<file path="config.mk">
export PLATFORM = sky130hd
export DESIGN_NAME = tis_node_datapath
export DESIGN_NICKNAME = d
export VERILOG_FILES = /design/src/rtl/tis_node_datapath.sv
export SDC_FILE = /design/constraint.sdc
export NUM_CORES = 1
export LEC_CHECK = 0
export ABC_AREA = 1
export BUFFER_PORTS_ARGS = -buffer_cell sky130_fd_sc_hd__buf_2
export CAP_MARGIN = 20
export CORE_MARGIN = 2
export CORE_UTILIZATION = 55
export DETAILED_ROUTE_END_ITERATION = 10
export PLACE_DENSITY_LB_ADDON = 0.08
export SLEW_MARGIN = 20
export SYNTH_ARGS = -nofsm -noshare
export SYNTH_HDL_FRONTEND = slang
export SYNTH_SLANG_ARGS = --single-unit
</file>
<file path="constraint.sdc">
create_clock -name clk -period 3.8 [get_ports clk]
set_input_delay 0.76 -clock clk [delete_from_list [all_inputs] [get_ports clk]]
set_output_delay 0.76 -clock clk [all_outputs]
set_load 0.005 [all_outputs]
</file>
<file path="src/rtl/tis_node_datapath.sv">
// rtl/tis_node_datapath.sv - TIS-style node datapath: ACC/BAK registers with handshaked channel ports
// Ports:
//   clk, rst_n                 clock, synchronous active-low reset
//   op_valid/op_ready          operation request / accept (ready only in IDLE)
//   op_code, src_sel, dst_sel  operation fields, captured on accept
//   imm                        immediate operand (used at accept edge only)
//   in_data/in_valid/in_ready  inbound channels, port p at [p*W +: W]
//   out_data/out_valid/out_ready outbound channels, port p at [p*W +: W]
//   acc                        current ACC value
//   op_done                    one-cycle pulse after the completing edge
module tis_node_datapath #(
  parameter int W     = 8,
  parameter int NPORT = 4
) (
  input  logic                 clk,
  input  logic                 rst_n,
  input  logic                 op_valid,
  output logic                 op_ready,
  input  logic [2:0]           op_code,
  input  logic [2:0]           src_sel,
  input  logic [2:0]           dst_sel,
  input  logic [W-1:0]         imm,
  input  logic [NPORT*W-1:0]   in_data,
  input  logic [NPORT-1:0]     in_valid,
  output logic [NPORT-1:0]     in_ready,
  output logic [NPORT*W-1:0]   out_data,
  output logic [NPORT-1:0]     out_valid,
  input  logic [NPORT-1:0]     out_ready,
  output logic [W-1:0]         acc,
  output logic                 op_done
);

  typedef enum logic [1:0] {IDLE, READ, WRITE} state_t;

  localparam logic [2:0] OP_MOV  = 3'd0;
  localparam logic [2:0] OP_ADD  = 3'd1;
  localparam logic [2:0] OP_SUB  = 3'd2;
  localparam logic [2:0] OP_NEG  = 3'd3;
  localparam logic [2:0] OP_SWP  = 3'd4;
  localparam logic [2:0] OP_SAV  = 3'd5;
  localparam logic [2:0] SEL_ACC = 3'd4;
  localparam logic [2:0] SEL_IMM = 3'd5;
  localparam logic [2:0] SEL_ANY = 3'd7;

  state_t                state_q, state_d;
  logic [2:0]            op_q, op_d;
  logic [2:0]            src_q, src_d;
  logic [2:0]            dst_q, dst_d;
  logic signed [W-1:0]   acc_q, acc_d;
  logic signed [W-1:0]   bak_q, bak_d;
  logic [NPORT*W-1:0]    out_data_q, out_data_d;
  logic                  op_done_q, op_done_d;

  // A port index beyond NPORT is not a port at all; it behaves as NIL.
  function automatic logic is_port(input logic [2:0] sel);
    return (sel == SEL_ANY) || (!sel[2] && (int'(sel[1:0]) < NPORT));
  endfunction

  function automatic logic [NPORT-1:0] port_mask(input logic [2:0] sel);
    logic [NPORT-1:0] m;
    m = '0;
    for (int p = 0; p < NPORT; p++) begin
      if ((sel == SEL_ANY) || (!sel[2] && (int'(sel[1:0]) == p))) m[p] = 1'b1;
    end
    return m;
  endfunction

  // Inputs carry one guard bit; a guard/sign disagreement means overflow.
  function automatic logic signed [W-1:0] sat(input logic signed [W:0] x);
    if (x[W] != x[W-1]) begin
      return x[W] ? {1'b1, {(W-1){1'b0}}} : {1'b0, {(W-1){1'b1}}};
    end
    return x[W-1:0];
  endfunction

  logic [NPORT-1:0]      in_hit;
  logic [NPORT-1:0]      fin_mask;
  logic signed [W-1:0]   in_word;
  logic signed [W-1:0]   src_val;
  logic signed [W-1:0]   fin_val;
  logic signed [W:0]     acc_x;
  logic signed [W:0]     fin_x;
  logic [2:0]            fin_op;
  logic [2:0]            fin_dst;
  logic                  fin_en;

  assign op_ready  = (state_q == IDLE);
  assign in_ready  = (state_q == READ)  ? port_mask(src_q) : '0;
  assign out_valid = (state_q == WRITE) ? port_mask(dst_q) : '0;
  assign out_data  = out_data_q;
  assign acc       = acc_q;
  assign op_done   = op_done_q;
  assign in_hit    = in_valid & in_ready;

  // Lowest-indexed transferring port wins (matters only for ANY).
  always_comb begin
    in_word = '0;
    for (int p = NPORT - 1; p >= 0; p--) begin
      if (in_hit[p]) in_word = in_data[p*W +: W];
    end
  end

  always_comb begin
    case (src_sel)
      SEL_ACC: src_val = acc_q;
      SEL_IMM: src_val = imm;
      default: src_val = '0;
    endcase
  end

  // The operand value is "finished" either at the accept edge (non-port source)
  // or at the inbound transfer edge; fields come from the inputs or the capture.
  assign fin_val  = (state_q == IDLE) ? src_val : in_word;
  assign fin_op   = (state_q == IDLE) ? op_code : op_q;
  assign fin_dst  = (state_q == IDLE) ? dst_sel : dst_q;
  assign fin_mask = port_mask(fin_dst);
  assign acc_x    = {acc_q[W-1], acc_q};
  assign fin_x    = {fin_val[W-1], fin_val};

  always_comb begin
    state_d    = state_q;
    op_d       = op_q;
    src_d      = src_q;
    dst_d      = dst_q;
    acc_d      = acc_q;
    bak_d      = bak_q;
    out_data_d = out_data_q;
    op_done_d  = 1'b0;
    fin_en     = 1'b0;

    case (state_q)
      IDLE: begin
        if (op_valid) begin
          op_d  = op_code;
          src_d = src_sel;
          dst_d = dst_sel;
          case (op_code)
            OP_MOV, OP_ADD, OP_SUB: begin
              if (is_port(src_sel)) state_d = READ;
              else                  fin_en  = 1'b1;
            end
            OP_NEG: begin
              acc_d     = sat(-acc_x);
              op_done_d = 1'b1;
            end
            OP_SWP: begin
              acc_d     = bak_q;
              bak_d     = acc_q;
              op_done_d = 1'b1;
            end
            OP_SAV: begin
              bak_d     = acc_q;
              op_done_d = 1'b1;
            end
            default: op_done_d = 1'b1;
          endcase
        end
      end
      READ: begin
        if (|in_hit) fin_en = 1'b1;
      end
      WRITE: begin
        if (|(out_valid & out_ready)) begin
          op_done_d = 1'b1;
          state_d   = IDLE;
        end
      end
      default: state_d = IDLE;
    endcase

    if (fin_en) begin
      state_d = IDLE;
      case (fin_op)
        OP_ADD: begin
          acc_d     = sat(acc_x + fin_x);
          op_done_d = 1'b1;
        end
        OP_SUB: begin
          acc_d     = sat(acc_x - fin_x);
          op_done_d = 1'b1;
        end
        default: begin
          if (is_port(fin_dst)) begin
            state_d = WRITE;
            for (int p = 0; p < NPORT; p++) begin
              if (fin_mask[p]) out_data_d[p*W +: W] = fin_val;
            end
          end else begin
            if (fin_dst == SEL_ACC) acc_d = fin_val;
            op_done_d = 1'b1;
          end
        end
      endcase
    end
  end

  always_ff @(posedge clk) begin
    if (!rst_n) begin
      state_q    <= IDLE;
      op_q       <= '0;
      src_q      <= '0;
      dst_q      <= '0;
      acc_q      <= '0;
      bak_q      <= '0;
      out_data_q <= '0;
      op_done_q  <= 1'b0;
    end else begin
      state_q    <= state_d;
      op_q       <= op_d;
      src_q      <= src_d;
      dst_q      <= dst_d;
      acc_q      <= acc_d;
      bak_q      <= bak_d;
      out_data_q <= out_data_d;
      op_done_q  <= op_done_d;
    end
  end

endmodule
</file>
# Word level (Yosys, flattened, before mapping)

Index checks and enable logic that the tools add are counted.

Register bits after elaboration: 60
Bits in latches: 0
RAM bits: 0
Bits in read-only memories: 0
Input port bits: 60
Output and inout bits: 50
Word-level logic and storage cells: 165
Memories: 0

Add/sub/neg operators: 3
Multiply operators: 0
Divide/modulo/power cells: 0
Magnitude comparators: 0
Equal/unequal tests: 33
Shift-type cells: 0
Mux-type cells: 68
Bitwise logic cells: 3
Reduce and logical (&&, ||, !) cells: 47

Operator list:

| kind                                                                     | count |
|---|---|
| 8-bit 2-to-1 mux                                                         | 19 |
| 8-bit one-hot mux with 2 select lines                                    | 3 |
| 1-bit 2-to-1 mux                                                         | 32 |
| 3-bit equality test (second input constant)                              | 9 |
| 4-bit AND reduction                                                      | 4 |
| 2-bit equality test (second input constant)                              | 7 |
| 1-bit logical OR                                                         | 14 |
| 2-bit 2-to-1 mux                                                         | 7 |
| 1-bit logical AND                                                        | 12 |
| 8-bit by 8-bit adder with 9-bit output                                   | 1 |
| 3-bit by 2-bit equality test with 1-bit output (second input constant)   | 3 |
| 8-bit negation with 9-bit output                                         | 1 |
| 8-bit by 8-bit subtractor with 9-bit output                              | 1 |
| 4-bit bitwise AND                                                        | 2 |
| 2-bit by 1-bit equality test with 1-bit output (second input constant)   | 4 |
| 2-bit logical NOT                                                        | 4 |
| 4-bit 2-to-1 mux                                                         | 2 |
| 4-bit OR reduction                                                       | 2 |
| 3-bit by 1-bit equality test with 1-bit output (second input constant)   | 2 |
| 3-bit 2-to-1 mux                                                         | 2 |
| 3-bit by 1-bit inequality test with 1-bit output (second input constant) | 2 |
| 3-bit by 2-bit inequality test with 1-bit output (second input constant) | 2 |
| 2-bit one-hot mux with 3 select lines                                    | 1 |
| 5-bit AND reduction                                                      | 1 |
| 10 further kinds                                                         | 17 |

# Longest topological paths before layout

Gate-level depths: netlist of run 1.

Depth in word-level cells: 19
Depth in mapped cells: 29
Gate-level depth less buffers: 28

# Least setup slack after synthesis of run 1

OpenSTA, ideal clock, no wires.

Kind: in2reg
Start: input in_valid[2]
End: register acc_q[1] (netlist: acc[1])
Library setup time: 56 ps
Arrival: 3,453 ps
Data required time: 3,744 ps
Slack: 291 ps
Stages on the path: 23
Buffers on the path: 1
Cell sequence: clkbuf_1 nand4_2 nand2_1 nand2_1 nand2_1 nand2_1 nand2_1 nand2_1 inv_1 ha_1 inv_1 fa_1 o21ai_0 nand2_1 nand3_1 inv_1 a21oi_1 nand2_1 nand2_1 inv_1 nand3_1 nand2_1 inv_1

Cells in the longest elaborated chain, start to end: 13
Elaborated cells on any way between the ends: 28
Classes of those cells: 2 x add/sub; 2 x eq/ne; 22 x mux; 1 x bitwise; 1 x reduce/logical

RTL lines:

| element                                                                                                      | RTL line | RTL |
|---|---|---|
| start: declaration                                                                                           | 24       | `input logic [NPORT-1:0] in_valid,` |
| 4-bit bitwise AND (*)                                                                                        | 93       | `assign in_hit = in_valid & in_ready;` |
| 8-bit 2-to-1 mux (*) (3 in series)                                                                           | 99       | `if (in_hit[p]) in_word = in_data[p*W +: W];` |
| 8-bit 2-to-1 mux (*)                                                                                         | 113      | `assign fin_val = (state_q == IDLE) ? src_val : in_word;` |
| net fin_val[0]                                                                                               | 80       | `logic signed [W-1:0] fin_val;` |
| 8-bit by 8-bit subtractor with 9-bit output / 8-bit by 8-bit adder with 9-bit output (equally long branches) | 179, 175 |  |
| 1-bit inequality test                                                                                        | 70       | `if (x[W] != x[W-1]) begin` |
| 1-bit 2-to-1 mux                                                                                             | 70       |  |
| 1-bit 2-to-1 mux                                                                                             | 173      | `case (fin_op)` |
| 1-bit 2-to-1 mux                                                                                             | 171      | `if (fin_en) begin` |
| 8-bit 2-to-1 mux                                                                                             | 73       | `return x[W-1:0];` |
| 8-bit one-hot mux with 2 select lines (*)                                                                    | 173      |  |
| 8-bit 2-to-1 mux (*)                                                                                         | 171      |  |
| end signal: assignment                                                                                       | 203      | `acc_q <= '0;` |
| end signal: assignment                                                                                       | 212      | `acc_q <= acc_d;` |
| end: declaration                                                                                             | 49       | `logic signed [W-1:0] acc_q, acc_d;` |

The timed path passes the listed nets; every way through them passes the cells marked *. The select of a mux whose other input is x is not followed.
A chain may end at the register's enable or synchronous reset.

# Worst setup path after layout of run 1

Start: register state_q[1]
End: register acc_q[0] (netlist: acc[0])

Cells in the longest elaborated chain, start to end: 16
Elaborated cells on any way between the ends: 41
Classes of those cells: 2 x add/sub; 7 x eq/ne; 27 x mux; 1 x bitwise; 4 x reduce/logical

RTL lines:

| element                                                                                                      | RTL line | RTL |
|---|---|---|
| start: declaration                                                                                           | 45       | `state_t state_q, state_d;` |
| start signal: assignment                                                                                     | 208      | `state_q <= state_d;` |
| 2-bit by 1-bit equality test with 1-bit output                                                               | 88       | `assign in_ready = (state_q == READ) ? port_mask(src_q) : '0;` |
| 4-bit 2-to-1 mux                                                                                             | 88       |  |
| 4-bit bitwise AND                                                                                            | 93       |  |
| 8-bit 2-to-1 mux (4 in series)                                                                               | 99       |  |
| 8-bit 2-to-1 mux (*)                                                                                         | 113      |  |
| net fin_val[0]                                                                                               | 80       |  |
| 8-bit by 8-bit subtractor with 9-bit output / 8-bit by 8-bit adder with 9-bit output (equally long branches) | 179, 175 |  |
| 1-bit inequality test                                                                                        | 70       |  |
| 1-bit 2-to-1 mux                                                                                             | 70       |  |
| 1-bit 2-to-1 mux                                                                                             | 173      |  |
| 1-bit 2-to-1 mux                                                                                             | 171      |  |
| 8-bit 2-to-1 mux                                                                                             | 73       |  |
| 8-bit one-hot mux with 2 select lines (*)                                                                    | 173      |  |
| 8-bit 2-to-1 mux (*)                                                                                         | 171      |  |

Marks and branches as above.

==> reports/qor.json, run 1 <==
{
  "endpoint_arrival_time_on_the_critical_path_ns": 3.74,
  "slew_viol_final": 0,
  "register_area_share_after_synthesis_pct": 25.2,
  "routed_wirelength_mm": 14.2,
  "most_frequent_cells_in_the_layout": "244 x nand2_1, 109 x buf_2, 108 x inv_1",
  "totalNegativeSetupSlack_ns": 0,
  "finalHoldViolCount": 0,
  "root_buffer_cell": "clkbuf_8",
  "clkLatencyLatePin_ns": 0.35,
  "final_min_period_over_clock_period_pct": 90.6,
  "global_route_wire_length_before_repair_mm": 23.0,
  "tritoncts": "yes",
  "largest_net_degree_at_the_start_of_global_routing": 33,
  "timing.hold.worst.start": "out_data[6]$_SDFFE_PN0P_",
  "skew_ns": 0.0104,
  "slew_at_the_pin_with_the_worst_max_slew_slack_ns": 0.976,
  "multiInputGateArea_sq_um": 3000,
  "fill_cells": 778,
  "synth-warning-count": 0,
  "netlist-cell-type-count": 40,
  "cts_setup_buffers": 0,
  "cap_viol_max_count": 0,
  "globalRouteOverflowTotal": 0,
  "grt_usage_pct": 29.7,
  "rows": 33,
  "power.static_leakage_nw": 3.06,
  "grt_pass1_vias": 4989,
  "cts-root-to-sink-buffers": 2,
  "synth_area_leaders": "dfxtp_1 25%, nand2_1 19%, nand3_1 9.4%",
  "clk_pin_slew_ns": 0.07,
  "whs_ns": 0.462,
  "critPathKind": "reg2reg",
  "die_height_um": 97.1,
  "drt_first_iter_violations": 345,
  "syn_nets": 877,
  "route.vias.total": 5474,
  "finalCriticalPeriod_ns": 3.44,
  "final_estimated_routing_congestion_in_global_placement": 0.953,
  "worstSetupStartpointType": "flip-flop",
  "r2r-end": "acc[0]$_SDFF_PN0_",
  "io_pins": 110,
  "htreeDepth": 3,
  "ys_seq_elements": 60,
  "final_layout_size_suffix_gt1_share_pct": 20.3,
  "num_antenna_cells": 0,
  "core-area_sq_um": 8300,
  "worst-endpoint-required_ns": 4.09,
  "starting_utilization_of_the_core_area_pct": 57.5,
  "min_to": "out_data[6]$_SDFFE_PN0P_",
  "reg2reg_setup_slack_ns": 0.36,
  "cp_max_fo": 9,
  "power_density_nw_per_um2": 604,
  "slew-limit-headroom_pct": 34.9,
  "tritoncts_num_sinks": 60,
  "timing.final.setup_violations": 0,
  "fmax_mhz": 290,
  "synthesis.area_per_instance_sq_um": 5.98,
  "drc_errors": 0,
  "total_power_mw": 3.42,
  "holdPathStages": 2,
  "worst-r2r-cell-count": 27,
  "die_outline_width_um": 97.1,
  "yosysTopAreaCell": "dfxtp_1",
  "layout.cells.most_common": "nand2_1",
  "firstDrtPassIters": 5,
  "synthToLayoutAreaGrowth_pct": 18.6,
  "result_of_the_run": "finished clean",
  "fin_nets": 991,
  "wl_per_cell_um": 13.9,
  "synth_largest_type_area_fraction_pct": 25.2,
  "placed_wire_length_estimate_after_detailed_placement_mm": 11.2,
  "timing.rr.start": "state_q[1]$_SDFFE_PN0P_",
  "synth_area_sq_um": 4770,
  "drt.antenna.violating_nets": 0,
  "fp.dieArea_sq_um": 9440,
  "routed_via_density": 5.36,
  "hp-class": "reg2reg",
  "initial_antenna_violation_count": 0,
  "postSynthCellCount": 798,
  "cts_inserted_buffers": 9,
  "max-vdd-ir-drop_uv": 398,
  "grt_setup_unrepaired": "no",
  "seq_area_sq_um": 1200,
  "port_buffers": 109,
  "end_kind": "flip-flop"
}
## synthesized netlist by cell type
library cell	number
buf_2	4
or2_2	1
inv_2	9
xor2_1	7
nor3_2	2
nand2_2	4
nor2_2	4
buf_1	3
nand2b_1	1
nand3b_1	2
clkbuf_1	10
o211ai_1	8
a21boi_2	2
o22ai_1	1
buf_4	1
nand4_1	11
a211oi_1	2
nand2_1	246
ha_1	17
dfxtp_1	60
nand3_2	1
o21ai_1	11
nand3_4	1
o21ai_2	2
nor2_1	52
or2_1	1
buf_6	5
inv_1	108
a21oi_2	1
nand2_4	2
o21ai_0	33
a21oi_1	76
nand3_1	90
fa_1	2
nand4_2	1
inv_6	2
a21boi_1	1
nor3_1	5
nor2_4	8
xnor2_1	1
## metrics by stage
stage / setup WS, ns / std cells / area (sq um) / utilization [%]
after global routing: 0.0139 / 1022 / 5660 / 68.2
after detailed placement: 0.140 / 1006 / 5440 / 65.6
after CTS: 0.186 / 1022 / 5630 / 67.9
after global placement: 0.249 / 1006 / 5440 / 65.6
final: 0.356 / 1022 / 5660 / 68.2
after floorplan: 0.291 / 798 / 4770 / -
## sequential cells by signal (all words and copies together), names as in the netlist
name,count
op_done,1
out_data,32
acc,8
bak_q,8
state_q,2
dst_q,3
src_q,3
op_q,3
## area by class of cell
| type | count | share of cell area [%] |
|---|---|---|
| Timing Repair Buffer | 126 | 11.9 |
| Sequential cell | 60 | 21.3 |
| Clock inverter | 6 | 1.13 |
| Tap cell | 105 | 2.32 |
| Clock buffer | 10 | 2.26 |
| Inverter | 119 | 8.07 |
| Multi-Input combinational cell | 596 | 53.0 |
## where the power goes
group          internal, mW  switching (mW)  leakage [nW]
clock network         0.303           0.277        0.0927
registers             0.703          0.0641         0.489
logic                 0.713            1.35          2.48
## critical path, stage by stage, from the launching register on
cell and delay (ns):
dfxtp_1 0.47, nor2_4 0.09, nand2_4 0.13, inv_6 0.07, nand3_4 0.10, nand2_2 0.09
inv_2 0.10, nand2_1 0.07, nand2_1 0.06, nand2_1 0.05, nand2_1 0.13, inv_1 0.07
buf_4 0.15, ha_1 0.20, fa_1 0.41, inv_1 0.09, nand3_1 0.08, a21oi_1 0.19
nor2_1 0.05, nor2_1 0.12, nand2_1 0.19, nand3_1 0.12, nand2_1 0.06, nand2_1 0.06
inv_1 0.04, nand3_1 0.07, nand2_1 0.05, inv_1 0.05
## worst max path at each step
| stage | start | cells past startpoint | to | slack, ns |
|---|---|---|---|---|
| final | state_q[1]$_SDFFE_PN0P_ | 27 | acc[0]$_SDFF_PN0_ | 0.36 |
| after global routing | src_q[0]$_SDFFE_PN0P_ | 26 | acc[0]$_SDFF_PN0_ | 0.01 |
| after CTS | state_q[0]$_SDFFE_PN0P_ | 26 | acc[5]$_SDFF_PN0_ | 0.19 |
| after detailed placement | in_valid[0] | 24 | acc[5]$_SDFF_PN0_ | 0.14 |
| after global placement | in_valid[0] | 24 | acc[0]$_SDFF_PN0_ | 0.25 |
| after floorplan | in_valid[2] | 23 | acc[1]$_SDFF_PN0_ | 0.29 |
## layer usage
metal,vias up,GRT usage [%],share of wire (%)
met5,-,0,0
met3,35,4.75,7.8
met1,2448,38.5,42
li1,2783,-,-
met2,208,49.0,47
met4,0,12.8,3.3
## what timing repair did
| action | CTS | global route |
|---|---|---|
| setup endpoints to repair | 0 | 7 |
| hold endpoints to repair | 0 | 0 |
| hold buffers | 0 | 0 |
| resized for setup | 0 | 8 |
## cell families after synthesis
logic type,after synthesis,share of synthesized area [%]
AOI/OAI and AO/OA,137,15.5
xor gates and xnor gates,8,1.47
adders and majority gates,19,5.30
buffers and inverters,142,12.4
DFF,60,25.2
and+or+nand+nor,432,40.2
Note: power is estimated with default switching activity, not from simulation.
==> run 2, diff against run 1 <==
- PLACE_DENSITY: default -> 0.86
- PLACE_DENSITY_LB_ADDON: 0.08 -> default
==> run 2 against run 1 <==
Effect of this change: worst setup slack got worse by 0.12 ns; first-iteration DRC count rose by 34%; wire length rose by 1.3%; critical path depth fell by 1; critical endpoint is now acc[5]$_SDFF_PN0_; largest power group unchanged.
==> reports/qor.json, run 2 (synthesized netlist as in run 1, its figures left out) <==
{
  "layout.cells.most_common": "nand2_1",
  "grt_setup_unrepaired": "no",
  "end_kind": "flip-flop",
  "clk_pin_slew_ns": 0.08,
  "fp.dieArea_sq_um": 9440,
  "total_power_mw": 3.49,
  "grt_usage_pct": 30.5,
  "cap_viol_max_count": 0,
  "max-vdd-ir-drop_uv": 316,
  "routed_wirelength_mm": 14.4,
  "starting_utilization_of_the_core_area_pct": 57.5,
  "power_frac_clock_pct": 19.0,
  "grt_util_met1_pct": 39.4,
  "tritoncts_num_sinks": 60,
  "cts-root-to-sink-buffers": 2,
  "most_frequent_cells_in_the_layout": "244 x nand2_1, 109 x buf_2, 107 x inv_1",
  "power_density_nw_per_um2": 615,
  "io_pins": 110,
  "htreeDepth": 3,
  "synthToLayoutAreaGrowth_pct": 19.1,
  "result_of_the_run": "finished clean",
  "totalNegativeSetupSlack_ns": 0,
  "finalCriticalPeriod_ns": 3.56,
  "endpoint_arrival_time_on_the_critical_path_ns": 3.86,
  "fin_nets": 990,
  "timing.hold.worst.start": "out_data[0]$_SDFFE_PN0P_",
  "cts_inserted_buffers": 9,
  "grt_pass1_vias": 5273,
  "holdPathStages": 2,
  "slew_viol_final": 0,
  "worst-endpoint-required_ns": 4.09,
  "cp_max_fo": 7,
  "timing.rr.start": "src_q[1]$_SDFFE_PN0P_",
  "critPathKind": "reg2reg",
  "hp-class": "reg2reg",
  "globalRouteOverflowTotal": 0,
  "clkLatencyLatePin_ns": 0.35,
  "power_report.internal_total_mw": 1.78,
  "placed_wire_length_estimate_after_detailed_placement_mm": 11.1,
  "tritoncts": "yes",
  "core-area_sq_um": 8300,
  "root_buffer_cell": "clkbuf_8",
  "drt.antenna.violating_nets": 0,
  "finalHoldViolCount": 0,
  "timing.final.setup_violations": 0,
  "slew_at_the_pin_with_the_worst_max_slew_slack_ns": 0.576,
  "grt-busiest-layer": "met2",
  "die_height_um": 97.1,
  "skew_ns": 0.0126,
  "initial_antenna_violation_count": 0,
  "largest_reg_flops": 32,
  "p_sw_share_pct": 49.1,
  "final_estimated_routing_congestion_in_global_placement": 1.01,
  "fill_cells": 753,
  "worst-r2r-cell-count": 26,
  "p_switching_mw": 1.72,
  "met2_usage_pct": 49.8,
  "reg2reg_setup_slack_ns": 0.24,
  "rows": 33,
  "power.share.sequential_pct": 22.4,
  "pwr-share-comb_pct": 58.6,
  "drc_errors": 0,
  "worstSetupStartpointType": "flip-flop",
  "fmax_mhz": 281,
  "globalRouteMet3Util_pct": 6.83,
  "route.vias.total": 5565,
  "critical_path.startpoint": "src_q[1]$_SDFFE_PN0P_",
  "largest_net_degree_at_the_start_of_global_routing": 33,
  "port_buffers": 109,
  "num_antenna_cells": 0,
  "global_route_wire_length_before_repair_mm": 23.7,
  "min_to": "out_data[0]$_SDFFE_PN0P_",
  "final_min_period_over_clock_period_pct": 93.7,
  "die_outline_width_um": 97.1,
  "power.static_leakage_nw": 3.07,
  "final_layout_size_suffix_gt1_share_pct": 20.4,
  "drt_first_iter_violations": 461,
  "r2r-end": "acc[5]$_SDFF_PN0_",
  "routed_via_density": 5.45,
  "layout.core_utilization_pct": 68.4,
  "wl_per_cell_um": 14.1,
  "firstDrtPassIters": 5,
  "slew-limit-headroom_pct": 61.5
}
==> run 2: timing repair <==
action | in CTS | in global routing
setup endpoints to repair | 0 | 7
hold buffers | 0 | 0
resized for setup | 0 | 9
hold endpoints to repair | 0 | 0
setup buffers | 0 | 0
==> run 2: power groups by stage <==
stage	clock [mW]	combinational, mW	sequential (mW)
final	0.664	2.05	0.783
after global placement	0	1.95	0.791
after CTS	0.660	2.00	0.778
after global routing	0.684	2.30	0.790
after floorplan	0	1.47	0.779
after detailed placement	0	1.97	0.791
==> run 2: worst max-delay path, cell delays in order, from the launching register on <==
cell and delay (ns):
dfxtp_2 0.38, nand2_1 0.13, nand2_2 0.12, nand2_4 0.10
nor2_2 0.24, nand3_1 0.11, nand2_1 0.10, nand2_1 0.05
nand2_1 0.05, nand2_1 0.05, nand2_1 0.14, inv_2 0.09
ha_1 0.22, fa_1 0.42, inv_1 0.09, nand3_1 0.10
a21oi_1 0.20, nor2_1 0.06, nor2_1 0.16, nand2_1 0.21
nand3_1 0.12, nand2_1 0.06, nand2_1 0.05, inv_1 0.05
nand3_1 0.09, nand2_1 0.06, inv_1 0.04
==> run 2: worst max-delay path by stage <==
| stage | depth (start not counted) | endpoint | slack [ns] |
|---|---|---|---|
| CTS | 25 | acc[5]$_SDFF_PN0_ | 0.20 |
| global placement | 21 | acc[5]$_SDFF_PN0_ | 0.21 |
| floorplan | 23 | acc[1]$_SDFF_PN0_ | 0.29 |
| global route | 26 | acc[5]$_SDFF_PN0_ | 0.02 |
| detailed placement | 21 | acc[4]$_SDFF_PN0_ | 0.13 |
| finish | 26 | acc[5]$_SDFF_PN0_ | 0.24 |
==> run 2: through the flow <==
| stage | cell area (sq um) | setup WS, ns | cells | hold WS, ns |
|---|---|---|---|---|
| CTS | 5660 | 0.204 | 1021 | 0.465 |
| global route | 5680 | 0.0153 | 1021 | 0.483 |
| global placement | 5440 | 0.207 | 1005 | 0.449 |
| finish | 5680 | 0.238 | 1021 | 0.464 |
| detailed placement | 5440 | 0.132 | 1005 | 0.453 |
| floorplan | 4770 | 0.291 | 798 | 0.437 |
==> run 2: layer usage <==
| metal | share of wire (%) | wire, um |
|---|---|---|
| met1 | 42 | 6000 |
| met2 | 46 | 6550 |
| met3 | 9.1 | 1310 |
| met4 | 3.6 | 512 |
| met5 | 0 | 0 |
==> run 2: area by class of cell <==
type,count,area [sq um],share of cell area (%)
timing repair buffer,125,666,11.7
clock inverter,7,98.8,1.74
inverter,119,457,8.04
clock buffer,9,124,2.18
multi-input combinational,596,3000,52.8
tap,105,131,2.31
sequential,60,1200,21.2
==> run 3, diff against run 2 <==
- BUFFER_PORTS_ARGS: -buffer_cell sky130_fd_sc_hd__buf_2 -> default
- CORE_UTILIZATION: 55 -> 65
- DONT_BUFFER_PORTS: default -> 1
==> run 3 against run 2 <==
Effect of this change: core utilization grew 2.9 points; fmax is 1.3% higher; critical path depth decreased by 1; critical endpoint is now acc[3]$_SDFF_PN0_; worst setup slack improved by 0.046 ns; clock power down 9.9%; sequential power is 1% lower; total power is 3.5% lower; combinational power shrank 2%; via count shrank 4.7%; clock skew is 0.0013 ns higher; hold slack gained 0.027 ns; largest cell class unchanged.
==> reports/qor.json, run 3 (synthesized netlist as in run 1, its figures left out) <==
{
  "rows": 31,
  "placement.setup.worst_slack_ns": 0.205,
  "slew_viol_final": 0,
  "timing.final.setup_violations": 0,
  "worstSetupStartpointType": "flip-flop",
  "result_of_the_run": "finished clean",
  "power_frac_clock_pct": 17.7,
  "drc_errors": 0,
  "io_pins": 110,
  "num_antenna_cells": 0,
  "route.vias.total": 5306,
  "slew-limit-headroom_pct": 36.6,
  "die_outline_width_um": 89.7,
  "finalCriticalPeriod_ns": 3.52,
  "htreeDepth": 3,
  "drt.antenna.violating_nets": 0,
  "cts_inserted_buffers": 9,
  "final_layout_size_suffix_gt1_share_pct": 9.89,
  "routed_wirelength_mm": 14.1,
  "initial_antenna_violation_count": 0,
  "power.static_leakage_nw": 2.57,
  "cp_max_fo": 7,
  "final_critical_path_setup_slack_ns": 0.284,
  "most_frequent_cells_in_the_layout": "245 x nand2_1, 107 x inv_1, 89 x nand3_1",
  "final_design_area_no_fill_sq_um": 5120,
  "endpoint_arrival_time_on_the_critical_path_ns": 3.77,
  "fmax_mhz": 284,
  "cap_viol_max_count": 0,
  "grt_usage_pct": 34.9,
  "grt_setup_unrepaired": "no",
  "post_cts_hold_buffer_count": 0,
  "totalNegativeSetupSlack_ns": 0,
  "root_buffer_cell": "clkbuf_8",
  "starting_utilization_of_the_core_area_pct": 66.5,
  "core-area_sq_um": 7180,
  "grt_pass1_vias": 4665,
  "global_route_wire_length_before_repair_mm": 21.6,
  "final_estimated_routing_congestion_in_global_placement": 1.01,
  "tritoncts": "yes",
  "max-vdd-ir-drop_uv": 356,
  "routed_via_density": 5.84,
  "skew_ns": 0.0138,
  "clkLatencyLatePin_ns": 0.36,
  "p_sw_share_pct": 50.7,
  "whs_ns": 0.491,
  "postPlaceCellArea_sq_um": 4900,
  "pwr-share-comb_pct": 59.3,
  "critPathKind": "reg2reg",
  "largest_reg_flops": 32,
  "worst-endpoint-required_ns": 4.05,
  "wl_per_cell_um": 15.6,
  "cts-root-to-sink-buffers": 2,
  "hp-class": "reg2reg",
  "clk_pin_slew_ns": 0.07,
  "synthToLayoutAreaGrowth_pct": 7.29,
  "tritoncts_num_sinks": 60,
  "power_report.internal_total_mw": 1.66,
  "die_height_um": 89.7,
  "power_density_nw_per_um2": 659,
  "power.share.sequential_pct": 23.0,
  "port_buffers": 0,
  "layout.cells.most_common": "nand2_1",
  "fp.dieArea_sq_um": 8040,
  "largest_net_degree_at_the_start_of_global_routing": 33,
  "end_kind": "flip-flop",
  "fill_cells": 641,
  "final_min_period_over_clock_period_pct": 92.5,
  "fin_nets": 883,
  "firstDrtPassIters": 7,
  "globalRouteOverflowTotal": 0,
  "p_switching_mw": 1.71,
  "slew_at_the_pin_with_the_worst_max_slew_slack_ns": 0.950,
  "placed_wire_length_estimate_after_detailed_placement_mm": 11.0,
  "finalHoldViolCount": 0,
  "drt_first_iter_violations": 445
}
==> run 3: power by group through the flow <==
stage / logic (mW) / clock network, mW / registers [mW]
global placement: 1.87 / 0 / 0.783
CTS: 1.93 / 0.594 / 0.771
detailed placement: 1.92 / 0 / 0.784
floorplan: 1.47 / 0 / 0.779
finish: 2.00 / 0.598 / 0.774
global route: 2.21 / 0.619 / 0.781
==> run 3: per-stage QoR <==
step           power [mW]  util, %  cells
5_1_grt              3.61     71.3    908
3_5_place_dp         2.70     68.2    892
4_1_cts              3.29     71.0    908
3_3_place_gp         2.65     68.2    892
6_report             3.37     71.3    908
2_1_floorplan        2.25        -    798
==> run 3: worst paths after layout <==
path	start	to	slack (ns)	depth (start not counted)
max reg2reg	state_q[0]$_SDFFE_PN0P_	acc[3]$_SDFF_PN0_	0.28	25
max	state_q[0]$_SDFFE_PN0P_	acc[3]$_SDFF_PN0_	0.28	25
min reg2reg	out_data[21]$_SDFFE_PN0P_	out_data[21]$_SDFFE_PN0P_	0.49	2
min	out_data[21]$_SDFFE_PN0P_	out_data[21]$_SDFFE_PN0P_	0.49	2
==> run 3: worst max-delay path, stage by stage (launching register included) <==
cell	delay [ns]
dfxtp_1	0.41
inv_1	0.08
nor2_2	0.17
nand2_4	0.12
nor2_4	0.19
nand3_1	0.11
nand2_1	0.08
nand2_1	0.06
nand2_1	0.07
nand2_1	0.05
nand2_1	0.13
inv_2	0.09
ha_1	0.22
fa_1	0.41
inv_1	0.09
nand3_1	0.09
a21oi_1	0.21
o21ai_0	0.13
nand2_1	0.22
nand3_1	0.11
nand2_1	0.10
nand2_1	0.06
inv_1	0.06
nand3_1	0.07
nand2_1	0.06
inv_1	0.04
==> run 3: per-layer routing <==
| metal | wire (um) | GRT usage, % |
|---|---|---|
| met1 | 5600 | 43.7 |
| met2 | 6510 | 55.7 |
| met3 | 1390 | 8.04 |
| met4 | 639 | 18.5 |
| met5 | 0 | 0 |
==> run 3: final cells by class <==
| cell class | instances | area (sq um) | area share [%] |
|---|---|---|---|
| inverters | 119 | 457 | 8.92 |
| clock inverters | 7 | 75.1 | 1.47 |
| repair buffers | 18 | 135 | 2.64 |
| clock buffers | 9 | 124 | 2.42 |
| well taps | 99 | 124 | 2.42 |
| multi-input cells | 596 | 3000 | 58.7 |
| flip-flops and latches | 60 | 1200 | 23.5 |
==> run 3: what timing repair did <==
| action | 4_1_cts | 5_1_grt |
|---|---|---|
| setup buffers | 0 | 0 |
| resized for setup | 0 | 8 |
| endpoints found under the setup margin | 0 | 7 |
